### src/rtl/controlador_suma_serial.sv
// controlador_suma_serial
// Adds two W-bit operands (W = 3*N_SLICES) by reusing one 3-bit adder slice,
// one slice per clock, LSB slice first, with the carry chained in a register.
// The requester side is a start/ready/busy/done handshake; sum/cout only
// change on the completion edge and hold until the next completion or reset.

module controlador_suma_serial #(
  parameter int N_SLICES = 4,
  localparam int W = 3 * N_SLICES
) (
  input  logic         clk,
  input  logic         rst_n,
  input  logic         start,
  input  logic [W-1:0] a,
  input  logic [W-1:0] b,
  output logic         ready,
  output logic         busy,
  output logic         done,
  output logic [W-1:0] sum,
  output logic         cout
);

  // Index counter is at least one bit wide even for a single slice.
  localparam int IDX_W = (N_SLICES > 1) ? $clog2(N_SLICES) : 1;
  localparam logic [IDX_W-1:0] LAST_IDX = IDX_W'(N_SLICES - 1);

  typedef enum logic [1:0] {
    ST_IDLE = 2'b00,
    ST_SUMA = 2'b01,
    ST_FIN  = 2'b10
  } state_t;

  state_t           r_state;
  state_t           w_state_next;
  logic             w_accept;
  logic             w_last;

  logic [W-1:0]     r_a;
  logic [W-1:0]     r_b;
  logic [W-1:0]     r_psum;
  logic [IDX_W-1:0] r_idx;
  logic             r_carry;
  logic [W-1:0]     r_sum;
  logic             r_cout;
  logic             r_ready;
  logic             r_busy;
  logic             r_done;

  logic [IDX_W+1:0] w_shamt;
  logic [2:0]       w_a3;
  logic [2:0]       w_b3;
  logic [3:0]       w_slice;
  logic [W-1:0]     w_mask;
  logic [W-1:0]     w_psum_next;

  assign w_last = (r_idx == LAST_IDX);

  // Slice datapath: bit offset 3*idx built as 2*idx + idx, then one 3-bit add.
  always_comb begin
    w_shamt     = {1'b0, r_idx, 1'b0} + {2'b00, r_idx};
    w_a3        = 3'(r_a >> w_shamt);
    w_b3        = 3'(r_b >> w_shamt);
    w_slice     = {1'b0, w_a3} + {1'b0, w_b3} + {3'b000, r_carry};
    w_mask      = W'(3'b111) << w_shamt;
    w_psum_next = (r_psum & ~w_mask) | (W'(w_slice[2:0]) << w_shamt);
  end

  // FSM state register.
  always_ff @(posedge clk) begin
    if (!rst_n) begin
      r_state <= ST_IDLE;
    end else begin
      r_state <= w_state_next;
    end
  end

  // FSM next-state logic and request acceptance.
  always_comb begin
    w_state_next = r_state;
    w_accept     = 1'b0;
    case (r_state)
      ST_IDLE: begin
        if (start) begin
          w_state_next = ST_SUMA;
          w_accept     = 1'b1;
        end else begin
          w_state_next = ST_IDLE;
        end
      end
      ST_SUMA: begin
        if (w_last) begin
          w_state_next = ST_FIN;
        end else begin
          w_state_next = ST_SUMA;
        end
      end
      ST_FIN: begin
        w_state_next = ST_IDLE;
      end
      default: begin
        w_state_next = ST_IDLE;
      end
    endcase
  end

  // Operand latch, slice sequencing, and result publication on the last slice.
  always_ff @(posedge clk) begin
    if (!rst_n) begin
      r_a     <= {W{1'b0}};
      r_b     <= {W{1'b0}};
      r_psum  <= {W{1'b0}};
      r_idx   <= {IDX_W{1'b0}};
      r_carry <= 1'b0;
      r_sum   <= {W{1'b0}};
      r_cout  <= 1'b0;
    end else if (w_accept) begin
      r_a     <= a;
      r_b     <= b;
      r_psum  <= {W{1'b0}};
      r_idx   <= {IDX_W{1'b0}};
      r_carry <= 1'b0;
    end else if (r_state == ST_SUMA) begin
      r_psum  <= w_psum_next;
      r_carry <= w_slice[3];
      if (w_last) begin
        r_idx  <= {IDX_W{1'b0}};
        r_sum  <= w_psum_next;
        r_cout <= w_slice[3];
      end else begin
        r_idx  <= r_idx + IDX_W'(1'b1);
      end
    end
  end

  // Handshake flags registered from the next state so they track the FSM exactly.
  always_ff @(posedge clk) begin
    if (!rst_n) begin
      r_ready <= 1'b1;
      r_busy  <= 1'b0;
      r_done  <= 1'b0;
    end else begin
      r_ready <= (w_state_next == ST_IDLE);
      r_busy  <= (w_state_next == ST_SUMA) || (w_state_next == ST_FIN);
      r_done  <= (w_state_next == ST_FIN);
    end
  end

  assign ready = r_ready;
  assign busy  = r_busy;
  assign done  = r_done;
  assign sum   = r_sum;
  assign cout  = r_cout;

endmodule

### config.mk
export PLATFORM = sky130hd
export DESIGN_NAME = controlador_suma_serial
export DESIGN_NICKNAME = d
export VERILOG_FILES = /design/src/rtl/controlador_suma_serial.sv
export SDC_FILE = /design/constraint.sdc
export NUM_CORES = 1
export LEC_CHECK = 0
export ABC_CLOCK_PERIOD_IN_PS = 5200
export CORE_ASPECT_RATIO = 0.8
export CORE_MARGIN = 10
export CORE_UTILIZATION = 54
export CTS_CLUSTER_DIAMETER = 120
export DETAILED_ROUTE_END_ITERATION = 6
export MAX_ROUTING_LAYER = met4
export PLACE_DENSITY = 0.79
export REMOVE_ABC_BUFFERS = 1
export SYNTH_ARGS = -nofsm -noshare
export SYNTH_HDL_FRONTEND = slang
export SYNTH_SLANG_ARGS = --single-unit
### constraint.sdc
create_clock -name clk -period 5.2 [get_ports clk]
set_input_delay 1.04 -clock clk [delete_from_list [all_inputs] [get_ports clk]]
set_output_delay 1.04 -clock clk [all_outputs]
set_load 0.01 [all_outputs]
==> results.py, run 1 <==
metrics = {
    "sta": {
        "period_needed_ns": 3.90,
        "setup-tns-final_ns": 0,
        "worstMarginPinSlew_ns": 0.986,
        "fin_crit_sh_pct": 75.1,
        "slew_viol_final": 0,
        "fin_worst_skew_ns": 0.00790,
        "rsz0062_at_grt": "false",
        "fmax_mhz": 256,
        "slew_headroom_pct": 34.2,
        "hold_viol_final": 0,
        "finalSetupViolCount": 0,
    },
    "cells_and_area": {
        "n_antenna_cell": 0,
        "num-nets-final": 418,
        "layout-drive-gt1-share_pct": 6.58,
        "area_growth_pct": 16.8,
        "finish.instance_area_mm2": 0.00345,
        "fillers": 444,
    },
    "floorplanning": {
        "core_area_mm2": 0.00515,
        "dieArea_mm2": 0.00884,
        "die_h_um": 86.1,
        "io_pins": 43,
        "initial_utilization_pct": 57.3,
        "dieWidth_um": 103,
        "rows": 23,
    },
    "worst_setup_path": {
        "cp.arrival_ns": 4.15,
        "r2r_cells": 13,
        "path_class": "flip-flop to flip-flop",
        "timing.rr.end": "sum[1]$_SDFFE_PN0P_",
        "worst_setup_path_start_kind": "flip-flop",
        "required_ns": 5.45,
        "cp-end-kind": "flip-flop",
        "r2r_slack_ns": 1.30,
        "crit_fanout": 18,
        "reg2reg_from": "r_idx[0]$_SDFFE_PP0P_",
    },
    "worst_hold_path": {
        "hold_path_end": "r_psum[2]$_SDFFE_PP0P_",
        "holdCritPathClass": "flip-flop to flip-flop",
        "hold_depth": 2,
        "hp-start": "r_psum[2]$_SDFFE_PP0P_",
    },
    "route": {
        "antenna_left": 0,
        "route.detailed.drc": 0,
        "routed_wl_mm": 7.03,
        "dr.pass1.iters": 5,
        "dr.first_iter.drc_count": 205,
        "viasPerCell": 5.79,
        "vias": 2560,
        "wl_per_cell_um": 15.9,
    },
    "logic_synthesis": {
        "ys_top_cells_by_area": "dfxtp_1, nand2_1, a21oi_1, mux2i_1, ha_1",
        "synth_ff_type": "dfxtp_1",
        "synthCells": 352,
        "yosysUniqueCellTypes": 51,
        "seq_area_frac_synth_pct": 36.6,
        "yosysWarnings": 0,
        "synth.largest_area_cell": "dfxtp_1",
        "synth_top_area_share_pct": 36.6,
        "avgSynthCellArea_um2": 8.38,
        "ys_ff_latch": 54,
        "synth-async-reset-ratio_pct": 0,
        "synth_edf_count": 0,
        "syn_area_mm2": 0.00295,
    },
    "global_route": {
        "grt_max_degree": 39,
        "gr-total-overflow": 0,
        "grt_pass1_vias": 2436,
        "antenna_found_initial": 0,
        "grt_util_all_layers_pct": 16.8,
        "grt_pass1_wl_mm": 11.8,
    },
    "clock_tree": {
        "clock-sinks": 54,
        "h-tree-depth": 2,
        "clk_latency_ns": 0.31,
        "clk_pin_slew_ns": 0.10,
        "cts_buffers": 5,
        "cts_hold_buf": 0,
        "cts_resized": 0,
        "ctsLongestPathBuffers": 2,
        "cts_tree": "done",
        "cts_root_buf": "clkbuf_8",
        "post-cts-setup-buffer-count": 0,
    },
    "status": {
        "status": "completed",
    },
    "flow_run": {
        "drv_cap": 0,
    },
    "placed_design": {
        "placed_area_mm2": 0.00333,
        "gp_congestion": 0.959,
        "port_buffers": 42,
        "post-dp-hpwl_mm": 5.11,
    },
    "power_and_ir_drop": {
        "p_leak_nw": 1.24,
        "ir_worst_vdd_mv": 0.148,
        "power.density_mw_per_mm2": 270,
        "finalPower_mw": 0.930,
    },
}
==> final cells by class <==
class	instances	area, um2	share of cell area [%]
Inverter	10	37.5	1.09
Timing Repair Buffer	46	450	13.1
Multi-Input combinational cell	262	1690	48.9
Sequential cell	54	1080	31.4
Clock buffer	5	68.8	2.00
Tap cell	62	77.6	2.25
Clock inverter	3	45.0	1.31
==> synthesized netlist by cell type, types with 6 or more instances <==
cell and n:
a211oi_1 6, a31oi_1 6, ha_1 10, dfxtp_1 54, a32oi_1 6, buf_2 10
inv_1 9, nand3_1 6, o21ai_0 15, a21oi_1 43, clkbuf_1 10, nor2_1 21
mux2i_1 18, nand2_1 73
==> registers in the layout, indices dropped and copies added, names as in the netlist <==
register	flops
r_carry	1
sum	12
done	1
ready	1
r_b	12
cout	1
r_idx	2
busy	1
r_a	12
r_state	2
r_psum	9
==> report_power, final <==
part / switching, mW / leakage (nW) / total [mW] / internal, mW
clock network: 0.140 / 0.0504 / 0.283 / 0.143
registers: 0.0138 / 0.440 / 0.445 / 0.431
logic: 0.114 / 0.749 / 0.201 / 0.0878
==> metrics by stage <==
stage / hold WS [ns] / utilization (%) / std cells / setup WS (ns)
after floorplan: 0.432 / - / 326 / 0.307
after global placement: 0.440 / 64.7 / 434 / 1.44
after detailed placement: 0.453 / 64.7 / 434 / 1.40
after CTS: 0.467 / 66.9 / 442 / 1.33
after global routing: 0.487 / 66.9 / 442 / 0.985
final: 0.466 / 66.9 / 442 / 1.30
==> critical path, stage by stage, from the launching register on <==
cell,delay (ns)
dfxtp_1,0.33
inv_1,0.26
ha_1,0.66
mux4_1,0.40
nand2_1,0.09
a21oi_1,0.08
a41o_1,0.22
fa_1,0.38
inv_1,0.09
fa_1,0.44
and2b_1,0.24
nor4b_1,0.40
a21oi_1,0.10
a21oi_1,0.15
==> how the worst max path moves through the flow <==
stage                              to                  start  cells after the start
2_1_floorplan  r_psum[4]$_SDFFE_PP0P_  r_idx[0]$_SDFFE_PP0P_                     13
3_3_place_gp      sum[1]$_SDFFE_PN0P_  r_idx[0]$_SDFFE_PP0P_                     13
3_5_place_dp   r_psum[1]$_SDFFE_PP0P_  r_idx[0]$_SDFFE_PP0P_                     13
4_1_cts        r_psum[1]$_SDFFE_PP0P_  r_idx[0]$_SDFFE_PP0P_                     13
5_1_grt           sum[1]$_SDFFE_PN0P_  r_idx[0]$_SDFFE_PP0P_                     13
6_report          sum[1]$_SDFFE_PN0P_  r_idx[0]$_SDFFE_PP0P_                     13
==> cell usage in the layout, fill, tap and decap left out, types with 2 or more instances in the layout <==
master | Yosys | layout
a221oi_1 | 3 | 3
nor2b_1 | 5 | 5
inv_1 | 9 | 9
o32a_1 | 2 | 2
nor2_1 | 21 | 21
and2_1 | 2 | 2
a211oi_1 | 6 | 6
o21ai_0 | 15 | 15
nand2_1 | 73 | 73
a21oi_1 | 43 | 43
clkbuf_8 | 0 | 5
clkdlybuf4s50_1 | 0 | 42
or2b_1 | 2 | 2
nand2b_1 | 5 | 5
nand3_1 | 6 | 6
mux2i_1 | 18 | 18
a22oi_1 | 5 | 5
ha_1 | 10 | 10
dfxtp_1 | 54 | 54
clkinvlp_4 | 0 | 2
a32oi_1 | 6 | 6
o32ai_1 | 2 | 2
a21o_1 | 2 | 2
fa_1 | 2 | 2
buf_4 | 1 | 4
nand4_1 | 2 | 2
a31oi_1 | 6 | 6
nor2_2 | 2 | 2
mux4_1 | 3 | 3
nor3_1 | 2 | 2
==> cells by family after synthesis <==
logic type,after synthesis,synth area share [%]
compound gates,98,21.7
xor+xnor,1,0.551
fa+ha+maj,12,5.60
buf+inv,36,6.19
flops,54,36.6
mux,22,9.54
simple gates,129,19.8
==> per-layer routing <==
metal	routed length, um	vias up	track usage [%]
met4	93	0	4.60
li1	-	1290	-
met1	3550	1181	22.8
met2	3010	79	24.5
met3	374	10	3.61
met5	0	-	-
Power figures use the tool's default switching activity.
==> inputs of run 2 (changes only) <==
--- a/config.mk
+++ b/config.mk
@@ -5,14 +5,14 @@
 export SDC_FILE = /design/constraint.sdc
 export NUM_CORES = 1
 export LEC_CHECK = 0
-export ABC_CLOCK_PERIOD_IN_PS = 5200
+export ABC_CLOCK_PERIOD_IN_PS = 3400
 export CORE_ASPECT_RATIO = 0.8
 export CORE_MARGIN = 10
-export CORE_UTILIZATION = 54
+export CORE_UTILIZATION = 49
 export CTS_CLUSTER_DIAMETER = 120
 export DETAILED_ROUTE_END_ITERATION = 6
 export MAX_ROUTING_LAYER = met4
-export PLACE_DENSITY = 0.79
+export PLACE_DENSITY = 0.76
 export REMOVE_ABC_BUFFERS = 1
 export SYNTH_ARGS = -nofsm -noshare
 export SYNTH_HDL_FRONTEND = slang
==> constraint.sdc (replaced) <==
create_clock -name clk -period 3.4 [get_ports clk]
set_input_delay 0.68 -clock clk [delete_from_list [all_inputs] [get_ports clk]]
set_output_delay 0.68 -clock clk [all_outputs]
set_load 0.01 [all_outputs]
==> run 2 against run 1 <==
Compared with the run above: fmax up 17%; cell count up 7.7%; sequential cell count unchanged; design area up 5.6%; register-to-register slack worse by 1.2 ns; sequential power up 53%; first-iteration DRC count up 8.3%; non-clock buffer count up 15; critical path type unchanged; critical endpoint is now r_psum[3]$_SDFFE_PP0P_; highest routed layer unchanged.
==> results.py, run 2 (synthesis gave the netlist of run 1 again) <==
metrics = {
    "sta": {
        "slew_headroom_pct": 32.7,
        "layout_setup_ws_ns": 0.0759,
        "fin_worst_skew_ns": 0.0116,
        "rsz0062_at_grt": "true",
        "fmax_mhz": 301,
        "period_needed_ns": 3.32,
        "setup-tns-final_ns": 0,
        "hold_viol_final": 0,
        "slew_viol_final": 0,
        "fin_crit_sh_pct": 97.8,
        "worstMarginPinSlew_ns": 1.01,
        "finalSetupViolCount": 0,
    },
    "global_route": {
        "grt_pass1_wl_mm": 12.2,
        "grt_use_met2_pct": 25.3,
        "grt_pass1_vias": 2513,
        "use_met3_pct": 2.95,
        "gr-total-overflow": 0,
        "grt_util_all_layers_pct": 16.0,
        "busiest_layer": "met2",
        "grt_max_degree": 33,
        "antenna_found_initial": 0,
        "use_met1_pct": 20.4,
    },
    "cells_and_area": {
        "n_antenna_cell": 0,
        "final_cell_mix": "nand2_1, dfxtp_1, clkdlybuf4s50_1",
        "fin_util_pct": 61.9,
        "num-nets-final": 433,
        "area_growth_pct": 23.3,
        "fillers": 559,
        "final_common_cell": "nand2_1",
        "final_cells": 476,
        "layout-drive-gt1-share_pct": 14.7,
    },
    "worst_setup_path": {
        "crit_fanout": 5,
        "worst_setup_path_start_kind": "flip-flop",
        "reg2reg_from": "r_idx[0]$_SDFFE_PP0P_",
        "path_class": "flip-flop to flip-flop",
        "cp.arrival_ns": 3.57,
        "crit_path_start": "r_idx[0]$_SDFFE_PP0P_",
        "cp-end-kind": "flip-flop",
        "required_ns": 3.65,
    },
    "floorplanning": {
        "dieArea_mm2": 0.00954,
        "die_h_um": 89.4,
        "core_area_mm2": 0.00588,
        "io_pins": 43,
        "rows": 25,
        "initial_utilization_pct": 50.2,
        "dieWidth_um": 107,
    },
    "route": {
        "routed_wl_mm": 7.31,
        "wl_per_cell_um": 15.3,
        "dr.first_iter.drc_count": 222,
        "vias": 2687,
        "dr.pass1.iters": 4,
        "route.detailed.drc": 0,
        "viasPerCell": 5.64,
        "antenna_left": 0,
    },
    "worst_hold_path": {
        "holdCritPathClass": "flip-flop to flip-flop",
        "hp-start": "r_a[0]$_SDFFE_PN0P_",
    },
    "flow_run": {
        "drv_cap": 0,
    },
    "power_and_ir_drop": {
        "ir_worst_vdd_mv": 0.177,
        "finalPower_mw": 1.40,
        "p_leak_nw": 1.32,
        "power.density_mw_per_mm2": 386,
    },
    "clock_tree": {
        "h-tree-depth": 2,
        "cts_tree": "done",
        "ctsLongestPathBuffers": 2,
        "clk_pin_slew_ns": 0.10,
        "cts_buffers": 5,
        "clock-sinks": 54,
        "clk_latency_ns": 0.31,
        "cts_hold_buf": 0,
        "cts_root_buf": "clkbuf_8",
    },
    "placed_design": {
        "place_ws_ns": -0.106,
        "gp_congestion": 0.894,
        "placed_cells": 468,
        "post-dp-hpwl_mm": 5.38,
        "port_buffers": 42,
    },
    "status": {
        "status": "completed",
    },
}
-- run 2: cell types whose count changed in the layout (fill, tap and decap cells not counted), sizes merged --
cell	previous run	this run
clkinv	0	1
clkbuf	5	6
clkinvlp	2	1
bufinv	1	0
buf	4	19
-- run 2: routing by layer --
layer | routed length (um) | vias up | part of all wire [%]
met3 | 412 | 7 | 5.6
li1 | - | 1323 | -
met1 | 3410 | 1281 | 47
met4 | 83 | 0 | 1.1
met2 | 3400 | 76 | 47
met5 | 0 | - | 0
-- run 2: final cells by class --
type | instances | area, um2 | share of cell area [%]
Clock buffer | 6 | 82.6 | 2.27
Clock inverter | 2 | 12.5 | 0.344
Inverter | 10 | 37.5 | 1.03
Multi-Input combinational cell | 262 | 1750 | 48.2
Sequential cell | 54 | 1080 | 29.8
Tap cell | 81 | 101 | 2.79
Timing Repair Buffer | 61 | 567 | 15.6
-- run 2: final timing paths --
path	endpoint	slack (ns)	cells past startpoint
max	r_psum[3]$_SDFFE_PP0P_	0.08	13
min	r_a[0]$_SDFFE_PN0P_	0.46	2
max reg2reg	r_psum[3]$_SDFFE_PP0P_	0.08	13
min reg2reg	r_a[0]$_SDFFE_PN0P_	0.46	2
-- run 2: power by group --
group | internal (mW) | switching (mW)
clock network | 0.164 | 0.213
registers | 0.659 | 0.0221
logic | 0.159 | 0.185
total | 0.983 | 0.421
-- run 2: critical path: stages (launching register included) --
cell,delay [ns]
dfxtp_2,0.35
inv_2,0.05
ha_4,0.29
mux4_2,0.51
nand2_2,0.08
a21oi_2,0.05
a41o_1,0.23
fa_2,0.37
inv_2,0.06
fa_1,0.44
and2b_2,0.28
o32ai_4,0.30
a32oi_1,0.15
nor2_1,0.10
-- run 2: per-stage QoR --
step | area, um2 | hold slack, ns
finish | 3640 | 0.460
CTS | 3590 | 0.460
floorplan | 2810 | 0.432
global route | 3640 | 0.484
global placement | 3470 | 0.440
detailed placement | 3470 | 0.447
-- run 2: what timing repair did --
item / CTS / global route
resized for setup: 6 / 15
pin swaps: 1 / 21
setup endpoints to repair: 16 / 19
buffers inserted: 0 / 1
